`src/rtl/axis_packet_arbiter.sv`:
```
// Packet-aware round-robin scheduler for the AXI-Stream switch: grants one master whose target
// slave is ready, holds the route until tlast, and releases stalled routes via a watchdog.
module axis_packet_arbiter #(
    parameter int PORTS     = 4,
    parameter int TID_WIDTH = 8,
    parameter int TIMEOUT   = 255,
    parameter int CNT_WIDTH = 16
) (
    input  logic                         clk,
    input  logic                         res_n,
    input  logic [PORTS*TID_WIDTH-1:0]   m_axis_tid,
    input  logic [PORTS-1:0]             m_axis_tvalid,
    input  logic [PORTS-1:0]             m_axis_tlast,
    input  logic [PORTS-1:0]             s_axis_tready,
    input  logic                         clear_errors,
    output logic [PORTS-1:0]             m_axis_tready,
    output logic [PORTS-1:0]             s_axis_tvalid,
    output logic [$clog2(PORTS)-1:0]     source_port,
    output logic [$clog2(PORTS)-1:0]     target_port,
    output logic                         locked,
    output logic                         pkt_done,
    output logic [CNT_WIDTH-1:0]         pkt_count,
    output logic                         err_timeout,
    output logic                         err_bad_tid
);

    localparam int PW = $clog2(PORTS);
    localparam int NP = 1 << PW;
    // The stall counter only has to reach TIMEOUT-1 before the route is released.
    localparam int SW = (TIMEOUT > 1) ? $clog2(TIMEOUT) : 1;

    typedef enum logic {
        IDLE,
        LOCKED
    } state_t;

    state_t               state;
    state_t               state_next;
    logic [PW-1:0]        rr_ptr;
    logic [PW-1:0]        src;
    logic [PW-1:0]        tgt;
    logic [PW-1:0]        grant_port;
    logic [SW-1:0]        stall_cnt;
    logic [TID_WIDTH-1:0] tid [PORTS];
    logic [PORTS-1:0]     tid_ok;
    logic [PORTS-1:0]     eligible;
    logic [NP-1:0]        s_ready_pad;
    logic                 any_eligible;
    logic                 fire;
    logic                 pkt_end;
    logic                 timeout_hit;
    logic                 bad_tid_seen;

    // Padding the ready vector lets a truncated tid index it safely; tid_ok masks the result.
    always_comb begin
        s_ready_pad = NP'(s_axis_tready);
        for (int p = 0; p < PORTS; p++) begin
            tid[p]      = m_axis_tid[p*TID_WIDTH +: TID_WIDTH];
            tid_ok[p]   = 32'(tid[p]) < 32'(PORTS);
            eligible[p] = m_axis_tvalid[p] & tid_ok[p] & s_ready_pad[tid[p][PW-1:0]];
        end
    end

    always_comb begin
        any_eligible = 1'b0;
        grant_port   = '0;
        for (int i = 1; i <= PORTS; i++) begin
            if (!any_eligible && eligible[PW'((int'(rr_ptr) + i) % PORTS)]) begin
                any_eligible = 1'b1;
                grant_port   = PW'((int'(rr_ptr) + i) % PORTS);
            end
        end
    end

    assign fire         = (state == LOCKED) & m_axis_tvalid[src] & s_axis_tready[tgt];
    assign pkt_end      = fire & m_axis_tlast[src];
    assign timeout_hit  = (TIMEOUT != 0) && (state == LOCKED) && !fire &&
                          (32'(stall_cnt) == 32'(TIMEOUT - 1));
    assign bad_tid_seen = (state == IDLE) & |(m_axis_tvalid & ~tid_ok);

    always_comb begin
        state_next    = state;
        m_axis_tready = '0;
        s_axis_tvalid = '0;
        case (state)
            IDLE: begin
                if (any_eligible) state_next = LOCKED;
            end
            LOCKED: begin
                m_axis_tready[src] = s_axis_tready[tgt];
                s_axis_tvalid[tgt] = m_axis_tvalid[src];
                if (pkt_end || timeout_hit) state_next = IDLE;
            end
            default: state_next = IDLE;
        endcase
    end

    // The stall counter is held at zero in IDLE, so every new lock starts counting from zero.
    always_ff @(posedge clk) begin
        if (!res_n) begin
            state       <= IDLE;
            rr_ptr      <= PW'(PORTS - 1);
            src         <= '0;
            tgt         <= '0;
            stall_cnt   <= '0;
            pkt_done    <= 1'b0;
            pkt_count   <= '0;
            err_timeout <= 1'b0;
            err_bad_tid <= 1'b0;
        end else begin
            state    <= state_next;
            pkt_done <= pkt_end;
            if (state == IDLE && any_eligible) begin
                src <= grant_port;
                tgt <= tid[grant_port][PW-1:0];
            end
            if (state == IDLE || fire) stall_cnt <= '0;
            else                       stall_cnt <= stall_cnt + SW'(1);
            if (pkt_end || timeout_hit) rr_ptr <= src;
            if (pkt_end) pkt_count <= pkt_count + CNT_WIDTH'(1);
            err_timeout <= timeout_hit | (err_timeout & ~clear_errors);
            err_bad_tid <= bad_tid_seen | (err_bad_tid & ~clear_errors);
        end
    end

    assign source_port = src;
    assign target_port = tgt;
    assign locked      = (state == LOCKED);

endmodule
```
`config.mk`:
```
export PLATFORM = sky130hd
export DESIGN_NAME = axis_packet_arbiter
export DESIGN_NICKNAME = d
export VERILOG_FILES = /design/src/rtl/axis_packet_arbiter.sv
export SDC_FILE = /design/constraint.sdc
export NUM_CORES = 1
export LEC_CHECK = 0
export CORE_MARGIN = 2
export CORE_UTILIZATION = 56
export DETAILED_ROUTE_END_ITERATION = 8
export DONT_BUFFER_PORTS = 1
export GPL_TIMING_DRIVEN = 0
export PLACE_DENSITY = 0.71
export SYNTH_ARGS = -nofsm -noshare
export SYNTH_HDL_FRONTEND = slang
export SYNTH_SLANG_ARGS = --single-unit
```
`constraint.sdc`:
```
create_clock -name clk -period 3.8 [get_ports clk]
set_input_delay 1.14 -clock clk [delete_from_list [all_inputs] [get_ports clk]]
set_output_delay 1.14 -clock clk [all_outputs]
set_load 0.01 [all_outputs]
```
==> out/results.ini <==
[timing]
timing.hold.ws_ns=0.515
setup-tns-final_ns=0
period_needed_ns=3.07
fmax_mhz=326
rsz0062_at_grt=no
min_period_over_period_pct=80.7
setup_viol=0
finClkSkew_ns=0.00875
finalHoldViolations=0
slew_viol_final=0
tightest_slew_ns=0.602
max-slew-margin-rel_pct=59.5

[clock_tree]
clk_latency_ns=0.35
clock_sinks=34
postCtsSetupBuffers=0
path_clk_slew_ns=0.11
htree_levels=2
cts.path.max_buffers=2
cts_tree=done
root_buffer=clkbuf_4
ctsResizeCount=0
cts_hold_buf=0
cts_buffers=5

[finish]
fill_cells=312
layout_common_cells=dfxtp_1, nand2_1, nor2_1
diodes=0
design_area_mm2=0.00211
layout-drive-gt1-share_pct=10.3
final_util_pct=62.6
final_common_cell=dfxtp_1
area_growth_syn_to_layout_pct=5.92
nets=272

[global_route]
grt_pass1_vias=1659
grt_overflow_total=0
grt_pass1_wl_um=7230
grtUsageTotal_pct=22.7
grt_antenna_before_repair=0
grt_start_max_net_pins=11

[setup_path]
critPathMaxFanout=5
cp_num_buf_inv=0
start_kind=primary input
end_kind=primary output
cp_slowest_cell=mux4_2
crit_chain=mux4_2, and4_2
cp.required_ns=2.66
path_class=in -> out
reg2reg_setup_slack_ns=1.56
cp.arrival_ns=1.93
path_delay_family=multiplexers
cpPeakStageDelay_ns=0.50

[floorplanning]
coreArea_mm2=0.00336
dieArea_mm2=0.00404
rows=21
die_w_um=63.6
num_io_pins=79
start_util_pct=59.1
fp.dieH_um=63.6

[logic_synthesis]
synth.avg_cell_area_um2=9.25
syn-cell-area_mm2=0.00199
ys_ff_latch=34
ys_seq_area_share_pct=34.2
async_reset_ff_share_pct=0
synth_edf_count=0
ys.flop_type=dfxtp_1
synth.distinct_cells=42
synth.net_count=265
syn_inst=215
yosys_warnings=0

[drt]
firstDrtPassIters=4
ant_nets=0
initialDrtViolationCount=85
wire_per_inst_um=16.4
vias=1667
drt-total-wl_um=4420
via_per_inst=6.20
drc=0

[pwr]
powerDensity_mw_per_mm2=290
p_total_mw=0.610
p_leak_nw=0.801
ir_worst_vdd_v=0.000191

[place]
place_hpwl_um=3390
post_dp_cell_area_mm2=0.00205
finalWeightedCongestion=0.931
io_buffers=0

[min_path]
worstHoldPathType=reg -> reg

[flow_run]
cap_violations=0

[outcome]
run_status=finished, final reports clean

==> metal layers <==
metal	global-route usage, %	vias to the layer above	share of wire [%]
met2	39.9	70	51
met4	8.42	0	1.8
met1	26.8	790	41
li1	-	798	-
met5	0	-	0
met3	5.36	9	6.7
==> kinds of logic (layout without fill, tap and decap cells) <==
kind of cell             count (synthesis)  in the layout  synth area share (%)
multiplexers                            15             15                  12.1
buffers and inverters                   17             25                  4.15
XOR/XNOR                                14             14                  6.17
flip-flops                              34             34                  34.2
AND/OR/NAND/NOR                        103            103                  30.4
AO/OA/AOI/OAI                           29             29                  11.0
adder cells (fa/ha/maj)                  3              3                  1.89
==> report_power, final <==
group	internal (mW)	switching (mW)	total, mW
clock	0.0896	0.126	0.216
sequential	0.358	0.00254	0.360
combinational	0.0183	0.0160	0.0342
total	0.466	0.145	0.610
==> synthesized netlist by cell type (2+ instances only) <==
cell	n	area (um^2)
o221ai_1	2	17.5
a21oi_1	2	10.0
and3_1	2	12.5
and4_1	2	17.5
clkbuf_1	3	11.3
nand2_1	15	56.3
nor3_1	6	30.0
xnor2_1	5	43.8
nand4_4	2	42.5
and2_1	11	68.8
buf_2	3	15.0
nand4_1	9	56.3
buf_6	2	22.5
xor2_1	9	78.8
nand3_1	11	55.1
mux2i_1	8	80.1
o21ai_0	7	35.0
nor3b_1	7	52.6
a21boi_1	6	45.0
mux4_2	6	135
inv_1	9	33.8
nand3b_1	3	22.5
a21boi_0	4	30.0
dfxtp_1	34	681
ha_1	3	37.5
nor2_1	15	56.3
nor4_1	5	31.3
or3_1	7	43.8
nor2b_1	4	25.0
==> layout make-up <==
class,count,area [um^2],share of cell area [%]
Buffer,8,48.8,2.32
Clock buffer,7,55.1,2.61
Clock inverter,1,5.00,0.238
Inverter,9,33.8,1.60
Multi-Input combinational cell,164,1220,58.2
Sequential cell,34,681,32.3
Tap cell,46,57.6,2.73
==> worst paths after layout <==
path | from | endpoint | depth (start not counted)
setup / recovery | s_axis_tready[3] | m_axis_tready[3] | 2
hold / removal | stall_cnt[0] | stall_cnt[0] | 1
setup reg to reg | source_port[1] | rr_ptr[0] | 7
hold reg to reg | stall_cnt[0] | stall_cnt[0] | 1
==> registers in the layout (all words and copies together) (netlist names) <==
signal	cells
err_timeout	1
locked	1
source_port	2
pkt_count	16
target_port	2
rr_ptr	2
stall_cnt	8
err_bad_tid	1
pkt_done	1
==> stage by stage <==
step | setup WS, ns | instances
2_1_floorplan | 0.779 | 215
3_5_place_dp | 0.731 | 261
3_3_place_gp | 0.735 | 261
5_1_grt | 0.677 | 269
4_1_cts | 0.731 | 269
6_report | 0.734 | 269
No activity file was read; power rests on OpenSTA's default activity.
